===== src/rtl/cpu_pkg.sv =====
// Shared constants for the Phase 2 CPU: opcodes, ALU selects, step encoding
// and the bundle of datapath control lines driven by the sequencer.
package cpu_pkg;
  localparam int OPCODE_W = 5;
  localparam int CTRL_W   = 5;
  localparam int STEP_W   = 3;

  localparam logic [OPCODE_W-1:0] OP_LD   = 5'b00000;
  localparam logic [OPCODE_W-1:0] OP_LDI  = 5'b00001;
  localparam logic [OPCODE_W-1:0] OP_ST   = 5'b00010;
  localparam logic [OPCODE_W-1:0] OP_ADD  = 5'b00011;
  localparam logic [OPCODE_W-1:0] OP_SUB  = 5'b00100;
  localparam logic [OPCODE_W-1:0] OP_AND  = 5'b00101;
  localparam logic [OPCODE_W-1:0] OP_OR   = 5'b00110;
  localparam logic [OPCODE_W-1:0] OP_ADDI = 5'b01100;
  localparam logic [OPCODE_W-1:0] OP_ANDI = 5'b01101;
  localparam logic [OPCODE_W-1:0] OP_ORI  = 5'b01110;
  localparam logic [OPCODE_W-1:0] OP_BR   = 5'b10010;
  localparam logic [OPCODE_W-1:0] OP_NOP  = 5'b11010;
  localparam logic [OPCODE_W-1:0] OP_HALT = 5'b11011;

  localparam logic [CTRL_W-1:0] ALU_ADD = 5'b00000;
  localparam logic [CTRL_W-1:0] ALU_SUB = 5'b00001;
  localparam logic [CTRL_W-1:0] ALU_AND = 5'b00010;
  localparam logic [CTRL_W-1:0] ALU_OR  = 5'b00011;

  localparam logic [STEP_W-1:0] T0 = 3'd0, T1 = 3'd1, T2 = 3'd2, T3 = 3'd3;
  localparam logic [STEP_W-1:0] T4 = 3'd4, T5 = 3'd5, T6 = 3'd6, T7 = 3'd7;

  typedef enum logic [3:0] {
    CLS_ALU, CLS_IMM, CLS_LDI, CLS_LD, CLS_ST, CLS_BR, CLS_NOP, CLS_HALT, CLS_ILL
  } iclass_e;

  typedef enum logic [1:0] {MODE_RESET, MODE_RUN, MODE_HALT} mode_e;

  typedef struct packed {
    logic pc_out, mdr_out, zlo_out, c_out, ba_out, r_out;
    logic pc_in, mdr_in, mar_in, ir_in, y_in, zlo_in, con_in;
    logic g_ra, g_rb, g_rc, r_in;
    logic inc_pc, read, write;
  } ctrl_t;

  // Final execute step of each instruction class; the step after it is T0.
  function automatic logic [STEP_W-1:0] last_step(iclass_e c);
    case (c)
      CLS_ALU, CLS_IMM, CLS_LDI: return T5;
      CLS_BR:                    return T6;
      CLS_LD, CLS_ST:            return T7;
      default:                   return T3;
    endcase
  endfunction
endpackage


===== src/rtl/op_decode.sv =====
// Combinational map from the IR opcode field to an instruction class and ALU select.
module op_decode
  import cpu_pkg::*;
(
  input  logic [OPCODE_W-1:0] opcode_i,
  output iclass_e             iclass_o,
  output logic [CTRL_W-1:0]   alu_sel_o
);
  always_comb begin
    iclass_o  = CLS_ILL;
    alu_sel_o = ALU_ADD;
    case (opcode_i)
      OP_LD:   iclass_o = CLS_LD;
      OP_LDI:  iclass_o = CLS_LDI;
      OP_ST:   iclass_o = CLS_ST;
      OP_ADD:  iclass_o = CLS_ALU;
      OP_SUB:  begin iclass_o = CLS_ALU; alu_sel_o = ALU_SUB; end
      OP_AND:  begin iclass_o = CLS_ALU; alu_sel_o = ALU_AND; end
      OP_OR:   begin iclass_o = CLS_ALU; alu_sel_o = ALU_OR;  end
      OP_ADDI: iclass_o = CLS_IMM;
      OP_ANDI: begin iclass_o = CLS_IMM; alu_sel_o = ALU_AND; end
      OP_ORI:  begin iclass_o = CLS_IMM; alu_sel_o = ALU_OR;  end
      OP_BR:   iclass_o = CLS_BR;
      OP_NOP:  iclass_o = CLS_NOP;
      OP_HALT: iclass_o = CLS_HALT;
      default: iclass_o = CLS_ILL;
    endcase
  end
endmodule


===== src/rtl/control_unit.sv =====
// Hardwired sequencer: fetch T0-T2, per-class execute T3-T7, halted until Clear.
// Outputs are a Moore decode of step/mode/IR, except PC_In which follows ConFF_Out in br T6.
module control_unit
  import cpu_pkg::*;
(
  input  logic              Clock,
  input  logic              Clear,
  input  logic [31:0]       IR,
  input  logic              ConFF_Out,
  output logic              PC_Out,
  output logic              MDR_Out,
  output logic              ZLO_Out,
  output logic              C_Out,
  output logic              BA_Out,
  output logic              PC_In,
  output logic              MDR_In,
  output logic              MAR_In,
  output logic              IR_In,
  output logic              Y_In,
  output logic              ZLO_In,
  output logic              Con_In,
  output logic              G_RA,
  output logic              G_RB,
  output logic              G_RC,
  output logic              R_In,
  output logic              R_Out,
  output logic              IncPC,
  output logic              Read,
  output logic              Write,
  output logic [CTRL_W-1:0] CONTROL,
  output logic              Run,
  output logic              Illegal,
  output logic [STEP_W-1:0] Step
);
  mode_e              mode_q, mode_d;
  logic [STEP_W-1:0]  step_q, step_d;
  logic               illegal_q, illegal_d;
  iclass_e            iclass;
  logic [CTRL_W-1:0]  alu_sel;
  ctrl_t              ctrl;
  logic               unused_ir;

  assign unused_ir = ^IR[31-OPCODE_W:0];

  op_decode u_op_decode (
    .opcode_i  (IR[31 -: OPCODE_W]),
    .iclass_o  (iclass),
    .alu_sel_o (alu_sel)
  );

  always_ff @(posedge Clock or posedge Clear) begin
    if (Clear) begin
      mode_q    <= MODE_RESET;
      step_q    <= T0;
      illegal_q <= 1'b0;
    end else begin
      mode_q    <= mode_d;
      step_q    <= step_d;
      illegal_q <= illegal_d;
    end
  end

  always_comb begin
    mode_d    = mode_q;
    step_d    = step_q;
    illegal_d = illegal_q;
    ctrl      = '0;
    CONTROL   = ALU_ADD;
    case (mode_q)
      MODE_RESET: begin
        mode_d = MODE_RUN;
        step_d = T0;
      end
      MODE_RUN: begin
        // Returning on ">= last" also covers IR changing under a long sequence.
        if (step_q < T3) begin
          step_d = step_q + 3'd1;
        end else if (step_q >= last_step(iclass) || step_q == T7) begin
          step_d = T0;
          if (iclass == CLS_HALT || iclass == CLS_ILL) begin
            mode_d    = MODE_HALT;
            illegal_d = illegal_q | (iclass == CLS_ILL);
          end
        end else begin
          step_d = step_q + 3'd1;
        end

        case (step_q)
          T0: begin ctrl.pc_out = 1'b1; ctrl.mar_in = 1'b1; ctrl.inc_pc = 1'b1; end
          T1: begin ctrl.read = 1'b1; ctrl.mdr_in = 1'b1; end
          T2: begin ctrl.mdr_out = 1'b1; ctrl.ir_in = 1'b1; end
          T3: case (iclass)
            CLS_ALU, CLS_IMM: begin ctrl.g_rb = 1'b1; ctrl.r_out = 1'b1; ctrl.y_in = 1'b1; end
            CLS_LDI, CLS_LD, CLS_ST: begin ctrl.g_rb = 1'b1; ctrl.ba_out = 1'b1; ctrl.y_in = 1'b1; end
            CLS_BR: begin ctrl.g_ra = 1'b1; ctrl.r_out = 1'b1; ctrl.con_in = 1'b1; end
            default: ;
          endcase
          T4: case (iclass)
            CLS_ALU: begin ctrl.g_rc = 1'b1; ctrl.r_out = 1'b1; ctrl.zlo_in = 1'b1; CONTROL = alu_sel; end
            CLS_IMM: begin ctrl.c_out = 1'b1; ctrl.zlo_in = 1'b1; CONTROL = alu_sel; end
            CLS_LDI, CLS_LD, CLS_ST: begin ctrl.c_out = 1'b1; ctrl.zlo_in = 1'b1; end
            CLS_BR: begin ctrl.pc_out = 1'b1; ctrl.y_in = 1'b1; end
            default: ;
          endcase
          T5: case (iclass)
            CLS_ALU, CLS_IMM, CLS_LDI: begin ctrl.zlo_out = 1'b1; ctrl.g_ra = 1'b1; ctrl.r_in = 1'b1; end
            CLS_LD, CLS_ST: begin ctrl.zlo_out = 1'b1; ctrl.mar_in = 1'b1; end
            CLS_BR: begin ctrl.c_out = 1'b1; ctrl.zlo_in = 1'b1; end
            default: ;
          endcase
          T6: case (iclass)
            CLS_LD: begin ctrl.read = 1'b1; ctrl.mdr_in = 1'b1; end
            CLS_ST: begin ctrl.g_ra = 1'b1; ctrl.r_out = 1'b1; ctrl.mdr_in = 1'b1; end
            CLS_BR: begin ctrl.zlo_out = 1'b1; ctrl.pc_in = ConFF_Out; end
            default: ;
          endcase
          T7: case (iclass)
            CLS_LD: begin ctrl.mdr_out = 1'b1; ctrl.g_ra = 1'b1; ctrl.r_in = 1'b1; end
            CLS_ST: ctrl.write = 1'b1;
            default: ;
          endcase
          default: ;
        endcase
      end
      default: begin
        mode_d = MODE_HALT;
        step_d = T0;
      end
    endcase
  end

  assign {PC_Out, MDR_Out, ZLO_Out, C_Out, BA_Out, R_Out} =
         {ctrl.pc_out, ctrl.mdr_out, ctrl.zlo_out, ctrl.c_out, ctrl.ba_out, ctrl.r_out};
  assign {PC_In, MDR_In, MAR_In, IR_In, Y_In, ZLO_In, Con_In} =
         {ctrl.pc_in, ctrl.mdr_in, ctrl.mar_in, ctrl.ir_in, ctrl.y_in, ctrl.zlo_in, ctrl.con_in};
  assign {G_RA, G_RB, G_RC, R_In} = {ctrl.g_ra, ctrl.g_rb, ctrl.g_rc, ctrl.r_in};
  assign {IncPC, Read, Write} = {ctrl.inc_pc, ctrl.read, ctrl.write};
  assign Run     = (mode_q == MODE_RUN);
  assign Illegal = illegal_q;
  assign Step    = step_q;
endmodule


===== config.mk =====
export PLATFORM = sky130hd
export DESIGN_NAME = control_unit
export DESIGN_NICKNAME = d
export VERILOG_FILES = /design/src/rtl/cpu_pkg.sv /design/src/rtl/op_decode.sv /design/src/rtl/control_unit.sv
export SDC_FILE = /design/constraint.sdc
export NUM_CORES = 1
export LEC_CHECK = 0
export ABC_AREA = 0
export CAP_MARGIN = 20
export CORE_MARGIN = 5
export CORE_UTILIZATION = 33
export CTS_CLUSTER_SIZE = 12
export DETAILED_ROUTE_END_ITERATION = 6
export PLACE_DENSITY = 0.81
export SLEW_MARGIN = 20
export SYNTH_ARGS = -nofsm -noshare
export SYNTH_HDL_FRONTEND = slang
export SYNTH_SLANG_ARGS = --single-unit

===== constraint.sdc =====
create_clock -name Clock -period 2.2 [get_ports Clock]
set_input_delay 0.66 -clock Clock [delete_from_list [all_inputs] [get_ports Clock]]
set_output_delay 0.66 -clock Clock [all_outputs]
set_load 0.005 [all_outputs]

======== After elaboration in Yosys (flattened, before gate mapping) ========
Cells that the tools add are included.
word-level totals
  register bits ........................... 6
  latch bits .............................. 0
  RAM bits ................................ 0
  memory bits (read-only) ................. 0
  bits of input ports ..................... 35
  output and inout port bits .............. 30
  memories ................................ 0
operators by class
  add/subtract/negate cells ............... 1
  multipliers ............................. 0
  divide/modulo/power cells ............... 0
  $lt $le $gt $ge ......................... 2
  equality and inequality tests ........... 30
  shifts and indexed selects .............. 0
  mux-type cells .......................... 48
  bitwise logic cells ..................... 2
  reductions and logical operators ........ 19
operators with widths
  operator            number
  $pmux 4 s8          1
  $mux 20             1
  $pmux 1 s2          10
  $mux 1              19
  $eq 5x3->1 const B  3
  $eq 5x4->1 const B  3
  $eq 5x5->1 const B  3
  $mux 3              5
  $mux 5              3
  $eq 3x3->1 const B  4
  $eq 4x3->1 const B  3
  $reduce_or 3->1     4
  $eq 5x2->1 const B  2
  $pmux 3 s3          1
  $eq 4x2->1 const B  2
  $mux 2              4
  $reduce_or 2->1     4
  $reduce_or 4->1     2
  $eq 3x2->1 const B  2
  $pmux 2 s3          1
  $eq 5x1->1 const B  1
  $logic_not 5->1     1
  $reduce_or 5->1     1
  $eq 4x1->1 const B  1
  other kinds (19)    21

======== Longest topological paths before layout ========
  depth in word-level cells ............... 13
  depth in mapped cells ................... 9
  mapped depth without buffers ............ 8

======== Modules after synthesis ========
A second synthesis with hierarchy kept.
second synthesis, totals
  cell total of the unflattened synthesis .. 144
  area, all modules ....................... 1062.3 µm²
modules (own cells, without submodules)
  module        times used  cells each  area each (µm²)  sequential area each (µm²)
  control_unit  1           116         880.8            150.1
  op_decode     1           28          181.4            0.0

======== Worst setup path before layout ========
Ideal clock, no wire load.
  path kind ............................... input-to-reg
  start ................................... in IR[29]
  end ..................................... reg illegal_q (netlist: Illegal)
  arrival time ............................ 2402 ps
  required time ........................... 2082 ps
  setup slack ............................. -320 ps
  cell stages on the path ................. 9
  buffers on the path ..................... 1
  cell sequence ........................... buf_2 nand2b_1 nor3_4 inv_2 ha_1 nand2b_1 a2111oi_0 nor3_1 a21o_1
on the way
  word-level cells in the longest chain between the ends .. 11
  elaborated cells between the ends (all ways) .. 34
  classes of those cells .................. order compare (1); eq/ne (19); mux (4); bitwise (1); reduce/logical (9)
RTL lines
  what                                                                        line                text
  start, declared                                                             control_unit.sv:8   input logic [31:0] IR,
  $eq 5x2->1 (tied with other cells)                                          op_decode.sv:12     case (opcode_i)
  $reduce_or 4->1 (no source line) / $reduce_or 3->1 (equally long branches)  n/a
  $pmux 4 s8 (*)                                                              op_decode.sv:12
  $eq 4x1->1 (tied with other cells)                                          cpu_pkg.sv:45       case (c)
  $reduce_or 3->1 / $reduce_or 2->1 (equally long branches)                   n/a
  $pmux 3 s3                                                                  cpu_pkg.sv:45
  $mux 3                                                                      control_unit.sv:76  if (step_q < T3) begin
  $mux 3                                                                      control_unit.sv:69  case (mode_q)
  $ge 3x3->1                                                                  control_unit.sv:78  end else if (step_q >= last_step(iclass) || step_q == T7) begin
  $logic_or 1x1->1                                                            control_unit.sv:78
  $reduce_and 4->1 (no source line)                                           n/a
  end signal, assigned                                                        control_unit.sv:59  illegal_q <= illegal_d;
  end, declared                                                               control_unit.sv:37  logic illegal_q, illegal_d;
Mark *: on every way between the ends. The rest lies on a longest branch, timed or not. The select of a mux whose other input is x is not followed.
A chain may end at the register's enable or synchronous reset.

======== Worst setup path in the final report ========
  start ................................... reg step_q[0] (netlist: Step[0])
  end ..................................... out R_Out
on the way
  word-level cells in the longest chain between the ends .. 3
  elaborated cells between the ends (all ways) .. 5
  classes of those cells .................. eq/ne (3); mux (2)
RTL lines
  what                                             line                text
  start, declared                                  control_unit.sv:36  logic [STEP_W-1:0] step_q, step_d;
  start signal, assigned                           control_unit.sv:58  step_q <= step_d;
  $eq 3x3->1 / $eq 3x2->1 (equally long branches)  control_unit.sv:88  case (step_q)
  $pmux 1 s3 (*)                                   control_unit.sv:88
  $mux 20 (*)                                      control_unit.sv:69
  end, declared                                    control_unit.sv:26  output logic R_Out,
Mark *: on every way between the ends. The rest lies on a longest branch, timed or not.

==> impl_metrics.py <==
metrics = {
    "clock_tree": {
        "cts_root_buffer": "clkbuf_4",
        "clock-sinks": 6,
        "insertion_delay_ns": 0.24,
        "cts.clk_slew.worst_paths_ns": 0.04,
        "cts_tree": "yes",
        "numCtsBuffers": 3,
        "ctsHoldBuffers": 0,
        "htreeDepth": 1,
        "clockBufferDepth": 2,
    },
    "synthesis": {
        "syn_inst": 134,
        "async_reset_ff_share_pct": 100,
        "ys_seq_area_share_pct": 15.1,
        "netlist_area_sq_um": 997,
        "yosys_register_bits": 6,
        "synth-main-ff-cell": "dfrtp_1",
        "yosysTopAreaCell": "dfrtp_1",
        "synth_area_leaders": "dfrtp_1 (15%), ha_1 (11%), a21oi_1 (5.5%)",
        "synth_cell_types": 44,
        "synth_edf_count": 0,
        "synth_warnings": 0,
        "syn_area_per_cell_sq_um": 7.44,
        "yosysTopAreaCellShare_pct": 15.1,
    },
    "route": {
        "drt-initial-drc-count": 106,
        "drc_errors": 0,
        "post_drt_via_cell_ratio": 5.50,
        "maxUsedRoutingLayer": "met4",
        "wl_met3_um": 240,
        "first_pass_iters": 4,
        "route.vias.total": 1452,
        "detail_route.wirelength.met1_um": 1970,
        "ant_nets": 0,
        "drt-total-wl_um": 4890,
        "wl_per_cell_um": 18.5,
        "wl_met2_um": 2530,
    },
    "global_routing": {
        "grt_pass1_wl_um": 7210,
        "overflow": 0,
        "antenna_found_initial": 0,
        "grt_max_degree": 14,
        "grt_use_total_pct": 21.8,
        "grt_pass1_vias": 1513,
    },
    "pwr": {
        "p_leak_nw": 1.00,
        "switching_share_pct": 44.4,
        "netSwitchingPower_mw": 0.695,
        "vdd_drop_max_v": 0.000534,
        "seqPwrFrac_pct": 12.4,
        "p_clk_share_pct": 6.3,
        "p_int_mw": 0.871,
        "p_per_area_nw_per_um2": 713,
        "finalPower_mw": 1.57,
        "combPwrFrac_pct": 81.3,
    },
    "status": {
        "violations": "setup timing",
        "status": "complete, but fails checks",
    },
    "floorplanning": {
        "core_sq_um": 2980,
        "dieArea_sq_um": 4220,
        "num_rows": 20,
        "start_util_pct": 33.5,
        "chipHeight_um": 65.0,
        "fp.dieW_um": 65.0,
        "io_pins": 65,
    },
    "placed_design": {
        "dp_cells": 235,
        "dp_hpwl_um": 2520,
        "port_buffers": 34,
        "gp_congestion": 0.854,
    },
    "setup_path": {
        "reg2reg_to": "Illegal$_DFFE_PP0P_",
        "critPathKind": "reg -> out",
        "crit_path_end_kind": "primary output",
        "crit_fanout": 3,
        "worstPathArrival_ns": 2.00,
        "required_ns": 1.54,
        "rr_worst_depth": 9,
        "startpoint_type": "register",
        "regToRegSetupSlack_ns": 0.20,
        "reg2reg_from": "Step[0]$_DFF_PP0_",
    },
    "timing": {
        "worst_slack_ns": -0.464,
        "fin_crit_sh_pct": 121,
        "min_period_ns": 2.66,
        "drv_slew": 0,
        "fin_skew_ns": 0.00103,
        "grt_setup_unrepaired": "true",
        "setup_viol": 26,
        "timing.fmax_ghz": 0.375,
        "finalHoldViolCount": 0,
    },
    "final_layout": {
        "final_core_util_pct": 73.7,
        "fin_cells": 264,
        "drive_above_1_share_pct": 70.1,
        "syn_to_final_growth_pct": 120,
        "layout_common_cells": "buf_4 (49), buf_6 (23), buf_2 (21)",
        "layout.cells.most_common": "buf_4",
        "final_nets": 277,
        "diodes": 0,
    },
    "min_path": {
        "hp-class": "reg -> reg",
        "hp-start": "Illegal$_DFFE_PP0P_",
        "hold_end": "Illegal$_DFFE_PP0P_",
        "hold_depth": 1,
    },
    "flow_run": {
        "maxCapViolations": 0,
    },
}
## cell families after synthesis
| group | share of synthesized area [%] |
|---|---|
| mux | 2.13 |
| xor+xnor | 1.76 |
| fa+ha+maj | 11.3 |
| buf+inv | 12.8 |
| other cells | 0.376 |
| compound gates | 22.2 |
| flops | 15.1 |
| simple gates | 34.4 |
## worst max path at each step
stage          slack (ns)               from                   to  depth (start not counted)
2_1_floorplan       -0.09             IR[29]  Illegal$_DFFE_PP0P_                          9
3_3_place_gp        -1.04             IR[29]                 G_RA                          7
3_5_place_dp        -1.07             IR[31]                R_Out                          6
4_1_cts             -0.43             IR[30]                 G_RA                          7
5_1_grt             -0.53  Step[0]$_DFF_PP0_                R_Out                          9
6_report            -0.46  Step[0]$_DFF_PP0_                R_Out                          9
## sequential cells by signal, indices dropped and copies added, names as in the netlist
register  count
Illegal       1
mode_q        2
Step          3
## metrics by stage
| stage | setup WS [ns] | area, sq um | TNS [ns] | hold slack (ns) |
|---|---|---|---|---|
| 6_report | -0.464 | 2200 | -5.49 | 0.458 |
| 5_1_grt | -0.535 | 2200 | -7.08 | 0.510 |
| 4_1_cts | -0.429 | 2040 | -4.24 | 0.463 |
| 3_5_place_dp | -1.07 | 1700 | -23.43 | 0.449 |
| 3_3_place_gp | -1.04 | 1700 | -23.19 | 0.443 |
| 2_1_floorplan | -0.0930 | 1090 | -0.519 | 0.414 |
## critical path, stage by stage, from the launching register on
cell and delay, ns:
dfrtp_1 0.41, inv_2 0.09, buf_4 0.11, ha_2 0.19, nand2_1 0.10, o21ai_1 0.21
nand3_1 0.19, buf_4 0.19, a21oi_2 0.13, buf_2 0.14
## power groups by stage
stage	clock network, mW	registers, mW	logic (mW)
after global placement	0	0.187	0.925
after detailed placement	0	0.190	0.942
after CTS	0.104	0.194	1.11
after floorplan	0	0.194	0.461
after global routing	0.116	0.202	1.34
final	0.0988	0.195	1.27
## per-layer routing
metal,GRT usage (%),vias to the layer above
met3,3.47,15
met1,23.6,714
met2,38.8,60
met5,0,-
met4,14.2,0
li1,-,663
## cell type report
cell class | count | area (sq um)
flip-flops and latches | 6 | 150
clock buffers | 3 | 22.5
inverters | 8 | 35.0
well taps | 33 | 41.3
fillers | 175 | 782
repair buffers | 106 | 878
multi-input cells | 108 | 1070
## synthesized netlist by cell type (3+ instances only)
library cell   n
nand2_1       11
a21oi_1       11
nand2b_1       6
dfrtp_1        6
nor3_1         6
nand3_1        7
ha_1           9
nor4_1         3
and3_1         3
o21ai_0        5
clkbuf_1       3
inv_1          6
nor2_1        14
buf_4          4
buf_2          3
## timing repair
item / 4_1_cts / 5_1_grt
setup buffers: 25 / 6
pin swaps: 30 / 34
endpoints found under the setup margin: 29 / 28
gates resized for setup: 165 / 38
No activity file was read; power rests on OpenSTA's default activity.
